## config.mk

```make
export PLATFORM = sky130hd
export DESIGN_NAME = imem_prefetch_flat
export DESIGN_NICKNAME = d
export VERILOG_FILES = /design/src/rtl/y86_pkg.sv /design/src/rtl/imem_prefetch_if.sv /design/src/rtl/pf_byte_ring.sv /design/src/rtl/imem_prefetch.sv /design/src/flat_wrapper.sv
export SDC_FILE = /design/constraint.sdc
export NUM_CORES = 2
export LEC_CHECK = 0
export CORE_MARGIN = 2
export CORE_UTILIZATION = 40
export CTS_BUF_LIST = sky130_fd_sc_hd__clkbuf_2 sky130_fd_sc_hd__clkbuf_4 sky130_fd_sc_hd__clkbuf_8
export DETAILED_ROUTE_END_ITERATION = 10
export PLACE_DENSITY_LB_ADDON = 0.1
export SLEW_MARGIN = 20
export SYNTH_ARGS = -nofsm -noshare
export SYNTH_HDL_FRONTEND = slang
export SYNTH_SLANG_ARGS = --single-unit
```

## constraint.sdc

```tcl
create_clock -name clk -period 10 [get_ports clk]
set_input_delay 1.5 -clock clk [delete_from_list [all_inputs] [get_ports clk]]
set_output_delay 1.5 -clock clk [all_outputs]
set_load 0.05 [all_outputs]
```

## src/rtl/y86_pkg.sv

```systemverilog
// Shared Y86-64 front-end definitions: byte type, fetch-side sizes and
// the prefetch FSM state encoding.
package y86_pkg;

  localparam int unsigned WORD_BYTES      = 8;
  localparam int unsigned MAX_INSTR_BYTES = 10;

  typedef logic [7:0] byte_t;

  typedef enum logic [1:0] {
    IDLE,
    REQ,
    DROP,
    ERR
  } pf_state_t;

endpackage

```

## src/rtl/imem_prefetch_if.sv

```systemverilog
// Instruction-memory read bus between the prefetch queue (master) and
// instruction memory (slave). One outstanding request at a time.
interface imem_prefetch_if
  import y86_pkg::*;
#(
  parameter int unsigned ADDR_W = 64
);

  logic                      mem_req;
  logic [ADDR_W-1:0]         mem_addr;
  logic                      mem_ack;
  logic [WORD_BYTES*8-1:0]   mem_rdata;
  logic                      mem_err;

  modport master (
    output mem_req,
    output mem_addr,
    input  mem_ack,
    input  mem_rdata,
    input  mem_err
  );

  modport slave (
    input  mem_req,
    input  mem_addr,
    output mem_ack,
    output mem_rdata,
    output mem_err
  );

endinterface

```

## src/rtl/pf_byte_ring.sv

```systemverilog
// Byte-wide circular storage for the prefetch queue. Writes up to one
// memory word per cycle (skipping a leading offset); reads a wrapping
// instruction-sized window combinationally.
module pf_byte_ring
  import y86_pkg::*;
#(
  parameter int unsigned DEPTH_BYTES = 16
) (
  input  logic                               clk_i,
  input  logic                               rst_i,
  input  logic                               wr_en_i,
  input  logic [$clog2(DEPTH_BYTES)-1:0]     wr_ptr_i,
  input  logic [WORD_BYTES*8-1:0]            wr_data_i,
  input  logic [2:0]                         wr_off_i,
  input  logic [3:0]                         wr_len_i,
  input  logic [$clog2(DEPTH_BYTES)-1:0]     rd_ptr_i,
  output logic [MAX_INSTR_BYTES*8-1:0]       window_o
);

  localparam int unsigned PTR_W = $clog2(DEPTH_BYTES);

  byte_t mem_q    [DEPTH_BYTES];
  byte_t wr_bytes [WORD_BYTES];

  // Split the little-endian memory word into byte lanes.
  always_comb begin
    for (int unsigned i = 0; i < WORD_BYTES; i++) begin
      wr_bytes[i] = wr_data_i[8*i +: 8];
    end
  end

  // Store word bytes wr_off.. into consecutive ring slots from wr_ptr.
  always_ff @(posedge clk_i or posedge rst_i) begin
    if (rst_i) begin
      for (int unsigned i = 0; i < DEPTH_BYTES; i++) begin
        mem_q[i] <= '0;
      end
    end else if (wr_en_i) begin
      for (int unsigned i = 0; i < WORD_BYTES; i++) begin
        if (i < 32'(wr_len_i)) begin
          mem_q[wr_ptr_i + PTR_W'(i)] <= wr_bytes[wr_off_i + 3'(i)];
        end
      end
    end
  end

  // Window starting at the read pointer, wrapping around the ring.
  always_comb begin
    for (int unsigned i = 0; i < MAX_INSTR_BYTES; i++) begin
      window_o[8*i +: 8] = mem_q[rd_ptr_i + PTR_W'(i)];
    end
  end

endmodule

```

## src/rtl/imem_prefetch.sv

```systemverilog
// Y86-64 instruction prefetch queue: fetches aligned 8-byte words ahead of
// the fetch stage, presents a 10-byte window at the current PC and flushes
// on redirect.
module imem_prefetch
  import y86_pkg::*;
#(
  parameter int unsigned DEPTH_BYTES = 16,
  parameter int unsigned ADDR_W      = 64
) (
  input  logic                               clk,
  input  logic                               rst,
  input  logic                               redirect,
  input  logic [ADDR_W-1:0]                  redirect_pc,
  imem_prefetch_if.master                    mem,
  output logic [MAX_INSTR_BYTES*8-1:0]       win_bytes,
  output logic [ADDR_W-1:0]                  win_pc,
  output logic [$clog2(DEPTH_BYTES):0]       win_avail,
  input  logic                               consume,
  input  logic [3:0]                         consume_len,
  output logic                               imem_error
);

  localparam int unsigned PTR_W = $clog2(DEPTH_BYTES);
  localparam int unsigned CNT_W = PTR_W + 1;

  function automatic logic [ADDR_W-1:0] word_align(input logic [ADDR_W-1:0] a);
    return {a[ADDR_W-1:3], 3'b000};
  endfunction

  pf_state_t          state_q, state_d;
  logic [ADDR_W-1:0]  fetch_addr_q, fetch_addr_d;
  logic [ADDR_W-1:0]  mem_addr_q, mem_addr_d;
  logic [ADDR_W-1:0]  win_pc_q, win_pc_d;
  logic [PTR_W-1:0]   rd_ptr_q, rd_ptr_d;
  logic [PTR_W-1:0]   wr_ptr_q, wr_ptr_d;
  logic [CNT_W-1:0]   count_q, count_d;
  logic               err_q, err_d;

  logic               consume_ok;
  logic               append;
  logic [3:0]         append_len;

  // Only the first word after a redirect can start mid-word.
  assign append_len = 4'(WORD_BYTES) - {1'b0, fetch_addr_q[2:0]};

  assign consume_ok = consume && !redirect && (consume_len != 4'd0) &&
                      (CNT_W'(consume_len) <= count_q);

  assign append     = !redirect && (state_q == REQ) && mem.mem_ack && !mem.mem_err;

  // Next-state, pointer, count and fetch-address computation.
  always_comb begin
    state_d      = state_q;
    fetch_addr_d = fetch_addr_q;
    mem_addr_d   = mem_addr_q;
    win_pc_d     = win_pc_q;
    rd_ptr_d     = rd_ptr_q;
    wr_ptr_d     = wr_ptr_q;
    count_d      = count_q;
    err_d        = err_q;

    if (redirect) begin
      count_d      = '0;
      rd_ptr_d     = '0;
      wr_ptr_d     = '0;
      win_pc_d     = redirect_pc;
      fetch_addr_d = redirect_pc;
      err_d        = 1'b0;
      // With no request in flight the new fetch issues on this same edge.
      unique case (state_q)
        REQ, DROP: state_d = mem.mem_ack ? IDLE : DROP;
        default: begin
          state_d    = REQ;
          mem_addr_d = word_align(redirect_pc);
        end
      endcase
    end else begin
      if (consume_ok) begin
        win_pc_d = win_pc_q + ADDR_W'(consume_len);
        rd_ptr_d = rd_ptr_q + PTR_W'(consume_len);
      end
      if (append) begin
        wr_ptr_d     = wr_ptr_q + PTR_W'(append_len);
        fetch_addr_d = word_align(fetch_addr_q) + ADDR_W'(WORD_BYTES);
      end
      count_d = count_q
              - (consume_ok ? CNT_W'(consume_len) : '0)
              + (append     ? CNT_W'(append_len)  : '0);

      case (state_q)
        IDLE: begin
          if (count_q <= CNT_W'(DEPTH_BYTES - WORD_BYTES)) begin
            state_d    = REQ;
            mem_addr_d = word_align(fetch_addr_q);
          end
        end
        REQ: begin
          if (mem.mem_ack) begin
            if (mem.mem_err) begin
              state_d = ERR;
              err_d   = 1'b1;
            end else begin
              state_d = IDLE;
            end
          end
        end
        DROP: begin
          if (mem.mem_ack) begin
            state_d = IDLE;
          end
        end
        ERR:     state_d = ERR;
        default: state_d = IDLE;
      endcase
    end
  end

  // State and bookkeeping registers.
  always_ff @(posedge clk or posedge rst) begin
    if (rst) begin
      state_q      <= IDLE;
      fetch_addr_q <= '0;
      mem_addr_q   <= '0;
      win_pc_q     <= '0;
      rd_ptr_q     <= '0;
      wr_ptr_q     <= '0;
      count_q      <= '0;
      err_q        <= 1'b0;
    end else begin
      state_q      <= state_d;
      fetch_addr_q <= fetch_addr_d;
      mem_addr_q   <= mem_addr_d;
      win_pc_q     <= win_pc_d;
      rd_ptr_q     <= rd_ptr_d;
      wr_ptr_q     <= wr_ptr_d;
      count_q      <= count_d;
      err_q        <= err_d;
    end
  end

  pf_byte_ring #(
    .DEPTH_BYTES (DEPTH_BYTES)
  ) u_ring (
    .clk_i     (clk),
    .rst_i     (rst),
    .wr_en_i   (append),
    .wr_ptr_i  (wr_ptr_q),
    .wr_data_i (mem.mem_rdata),
    .wr_off_i  (fetch_addr_q[2:0]),
    .wr_len_i  (append_len),
    .rd_ptr_i  (rd_ptr_q),
    .window_o  (win_bytes)
  );

  assign mem.mem_req  = (state_q == REQ) || (state_q == DROP);
  assign mem.mem_addr = mem_addr_q;
  assign win_pc       = win_pc_q;
  assign win_avail    = count_q;
  assign imem_error   = err_q;

endmodule
```

## src/flat_wrapper.sv

```systemverilog
// flat-port wrapper written by rule: the top's interface ports become plain ports
module imem_prefetch_flat import y86_pkg::*;
#(
  parameter int unsigned DEPTH_BYTES = 16,
  parameter int unsigned ADDR_W      = 64
)
  (clk, rst, redirect, redirect_pc, win_bytes, win_pc, win_avail, consume, consume_len, imem_error, mem_mem_req, mem_mem_addr, mem_mem_ack, mem_mem_rdata, mem_mem_err);
  imem_prefetch_if #(.ADDR_W(ADDR_W)) mem_i ();
  input  logic clk;
  input  logic rst;
  input  logic redirect;
  input  logic [ADDR_W-1:0] redirect_pc;
  output logic [MAX_INSTR_BYTES*8-1:0] win_bytes;
  output logic [ADDR_W-1:0] win_pc;
  output logic [$clog2(DEPTH_BYTES):0] win_avail;
  input  logic consume;
  input  logic [3:0] consume_len;
  output logic imem_error;
  output wire logic [$bits(mem_i.mem_req)-1:0] mem_mem_req;
  output wire logic [$bits(mem_i.mem_addr)-1:0] mem_mem_addr;
  input wire logic [$bits(mem_i.mem_ack)-1:0] mem_mem_ack;
  input wire logic [$bits(mem_i.mem_rdata)-1:0] mem_mem_rdata;
  input wire logic [$bits(mem_i.mem_err)-1:0] mem_mem_err;
  assign mem_mem_req = mem_i.mem_req;
  assign mem_mem_addr = mem_i.mem_addr;
  assign mem_i.mem_ack = mem_mem_ack;
  assign mem_i.mem_rdata = mem_mem_rdata;
  assign mem_i.mem_err = mem_mem_err;
  imem_prefetch #(.DEPTH_BYTES(DEPTH_BYTES), .ADDR_W(ADDR_W)) u_core (.clk(clk), .rst(rst), .redirect(redirect), .redirect_pc(redirect_pc), .mem(mem_i), .win_bytes(win_bytes), .win_pc(win_pc), .win_avail(win_avail), .consume(consume), .consume_len(consume_len), .imem_error(imem_error));
endmodule
```

==> qor.csv <==
stage;metric;value;unit
drt;Pre-antenna DRT Iters;11;
global_route;vias in the first global route;37739;
synth;synth warn;0;
hold_path;Min-Delay Path Class;reg -> reg;
cells_and_area;Filler cells;8596;
timing;# setup viols final;0;
timing;final worst-path cycle share;66.41;%
synth;cell count after synthesis;3913;
synth;fraction of registers with async set/reset;100.0;%
timing;Least-Margin Pin Slew;1.263;ns
synth;synthesis-stage register bit count;333;
timing;Worst Clk Skew;0.04758;ns
drt;DRT iter0 DRCs;6973;
clocking;clk slew on worst S/H paths;0.06;ns
cells_and_area;Layout Area Growth over Synthesis;17.69;%
placed_design;Final HPWL DP;155.3;mm
synth;post-synthesis sequential area ratio;23.49;%
power_and_ir_drop;power per cell area;328.5;nW/µm²
hold_path;Min-Delay Endpoint;u_core.imem_error;
floorplan;core area;88100;µm²
cells_and_area;Total Nets Final;4291;
global_route;pin count of the biggest net entering global routing;147;
timing;Fin Setup TNS;0;ns
floorplan;die area;91070;µm²
clocking;Post-CTS Hold Fix Bufs;0;
cells_and_area;Multi-input gate area;25800;µm²
floorplan;# IOs;353;
placed_design;cell count after placement;5200;
floorplan;Initial Util;40.26;%
clocking;latest clock arrival within the worst-skew pair;0.78;ns
critical_path;WP data required;8.50;ns
placed_design;IO buf count;349;
cells_and_area;post-route cell area;41750;µm²
floorplan;die width;301.8;µm
drt;Via density;7.599;
timing;max-slew headroom at the worst pin;13.97;%
timing;final hold viol count;0;
power_and_ir_drop;Leak Pwr;14.39;nW
floorplan;num rows;109;
outcome;failing checks;design-rule violations;
cells_and_area;commonest cells after routing, fill and taps aside;348 x clkdlybuf4s50_1, 335 x nor2_1, 329 x dfrtp_1, 311 x a21oi_1, 277 x mux4_2;
global_route;gr usage total;47.12;%
clocking;cts bufs inserted;67;
critical_path;R2R cell count;7;
critical_path;Worst R2R End;u_core.u_ring.mem_q[71];
global_route;grt total ovfl;0;
timing;fin. max-slew vios;0;
drt;aggregate routed wire length;219.2;mm
critical_path;arrival time worst endpoint;5.14;ns
drt;via count;40604;
timing;Final min period;6.641;ns
timing;fmax;150.6;MHz
placed_design;placed inst area;40200;µm²
clocking;Max clock buf depth;3;
global_route;initial antenna violation count;38;
synth;Avg Inst Size Synth;9.065;µm²
synth;cell area after synthesis;35470;µm²
critical_path;Setup CP Type;reg -> out;
cells_and_area;Storage cell area;8348;µm²
drt;WL per Instance;41.03;µm
floorplan;Die Ht;301.8;µm
synth;synth unique cells;106;
critical_path;R2R setup slack;4.62;ns
hold_path;Worst Hold Depth;2;
cells_and_area;most common cell after layout, fill and taps aside;clkdlybuf4s50_1;
cells_and_area;layout cells sized above 1;16.93;%
clocking;Setup Buffers After CTS;0;
critical_path;Critical Path Sink Type;primary output;
timing;RSZ-0062 raised after global routing;no;
synth;top_reg_cell synth;dfrtp_1;
hold_path;Worst Min Path Start;u_core.imem_error;
clocking;root buf cell;clkbuf_8;
critical_path;CP max FO;54;
critical_path;reg2reg start;u_core.fetch_addr_q[0];
critical_path;startpoint types;register;
global_route;wire length of the first global-routing pass;302.2;mm
cells_and_area;Post-Layout Cell Count;5343;
clocking;H-tree depth;3;
power_and_ir_drop;maximum VDD drop;0.5323;mV
placed_design;gpl congestion;1.081;
drt;number of remaining DRC errors;1;
job;max cap viols;0;
synth;number of flops mapped to enable cells by yosys;0;
clocking;post-CTS sizing;0;
clocking;CTS tree;yes;
outcome;status;finished, violations left;
clocking;Clock Sinks;333;
drt;final antenna-violating net count;0;
timing;hold slack;0.5137;ns
-- state kept, by name (all words and copies together) (netlist names) --
| register | count |
|---|---|
| u_core.imem_error | 1 |
| u_core.u_ring.mem_q | 128 |
| u_core.win_pc | 64 |
| u_core.wr_ptr_q | 4 |
| u_core.rd_ptr_q | 4 |
| u_core.win_avail | 5 |
| u_core.state_q | 2 |
| u_core.mem.mem_addr | 61 |
| u_core.fetch_addr_q | 64 |
-- routing by layer --
layer,up-vias,part of all wire (%),GRT usage (%)
met4,20,7.9,30.54
met1,20091,37,59.67
met5,-,0.12,0.7764
met2,3468,41,65.26
met3,948,14,20.22
li1,16077,-,-
-- logic make-up (layout without fill, tap and decap cells) --
group / Yosys count / in the layout / synth area share (%)
and+or+nand+nor: 1239 / 1239 / 17.79
AOI/OAI and AO/OA: 1220 / 1220 / 23.46
muxes: 584 / 584 / 26.51
buffers and inverters: 407 / 645 / 4.847
DFF: 333 / 333 / 23.49
xor gates and xnor gates: 81 / 81 / 2.053
adders and majority gates: 48 / 48 / 1.841
other: 1 / 28 / 0.01057
-- stage by stage --
| step | power (W) | util, % | worst slack, ns |
|---|---|---|---|
| after floorplan | 0.007904 | - | 4.051 |
| after global placement | 0.01160 | 45.61 | 4.140 |
| after detailed placement | 0.01161 | 45.63 | 4.101 |
| after CTS | 0.01324 | 47.27 | 3.286 |
| after global routing | 0.01394 | 47.33 | 3.046 |
| final | 0.01371 | 47.38 | 3.359 |
-- how the worst max path moves through the flow --
| stage | cells past startpoint | slack, ns | startpoint | end |
|---|---|---|---|---|
| floorplan | 1 | 4.05 | rst | u_core.fetch_addr_q[0] |
| global placement | 5 | 4.14 | u_core.rd_ptr_q[0] | win_bytes[23] |
| detailed placement | 5 | 4.10 | u_core.rd_ptr_q[0] | win_bytes[23] |
| CTS | 5 | 3.29 | u_core.rd_ptr_q[0] | win_bytes[23] |
| global route | 5 | 3.05 | u_core.rd_ptr_q[0] | win_bytes[29] |
| finish | 5 | 3.36 | u_core.rd_ptr_q[0] | win_bytes[61] |
-- layout make-up --
cell class	instances	share of cell area, %
tap	1165	3.492
clock buffer	100	2.997
inverter	64	0.5965
clock inverter	17	0.4496
sequential	333	20.00
timing repair buffer	464	10.52
antenna	25	0.1499
multi-input combinational	3175	61.80
-- synth_stat cells, drive strengths merged (27+ instances only) --
cell type / instances / area [µm²]
clkbuf: 213 / 804.5
a211oi: 41 / 312.8
and2: 27 / 168.9
and3: 33 / 206.5
o31ai: 49 / 420.4
o221ai: 62 / 543.0
nor3: 161 / 815.8
o22ai: 95 / 594.3
nand3: 133 / 670.6
nor2: 339 / 1275
nor4: 67 / 446.7
mux2i: 234 / 2342
xor2: 44 / 404.1
ha: 41 / 513.0
a21oi: 314 / 1583
mux2: 73 / 822.0
a22oi: 68 / 510.5
o211ai: 99 / 743.2
mux4: 277 / 6238
nand4: 45 / 287.8
nor2b: 52 / 325.3
o21ai: 183 / 915.9
buf: 130 / 671.9
and4: 29 / 254.0
a311oi: 46 / 474.2
dfrtp: 333 / 8333
a221oi: 36 / 315.3
or3: 61 / 381.6
xnor2: 37 / 324.1
a31oi: 73 / 484.2
inv: 60 / 227.7
nand2: 191 / 716.9
-- critical path, stage by stage, from the launching register on --
cell and delay, ns:
dfrtp_4 0.85, buf_4 0.75, buf_4 0.81, mux4_2 0.62, mux4_2 0.49, clkdlybuf4s50_1 0.74
-- report_power, final --
part / switching (W) / leakage, nW / internal [W] / total [W]
sequential: 0.00124 / 3.88 / 0.00177 / 0.00301
clock: 0.000749 / 0.765 / 0.000864 / 0.00161
combinational: 0.00596 / 9.75 / 0.00314 / 0.00909
total: 0.00794 / 14.4 / 0.00577 / 0.0137
Note: power is estimated with default switching activity, not from simulation.
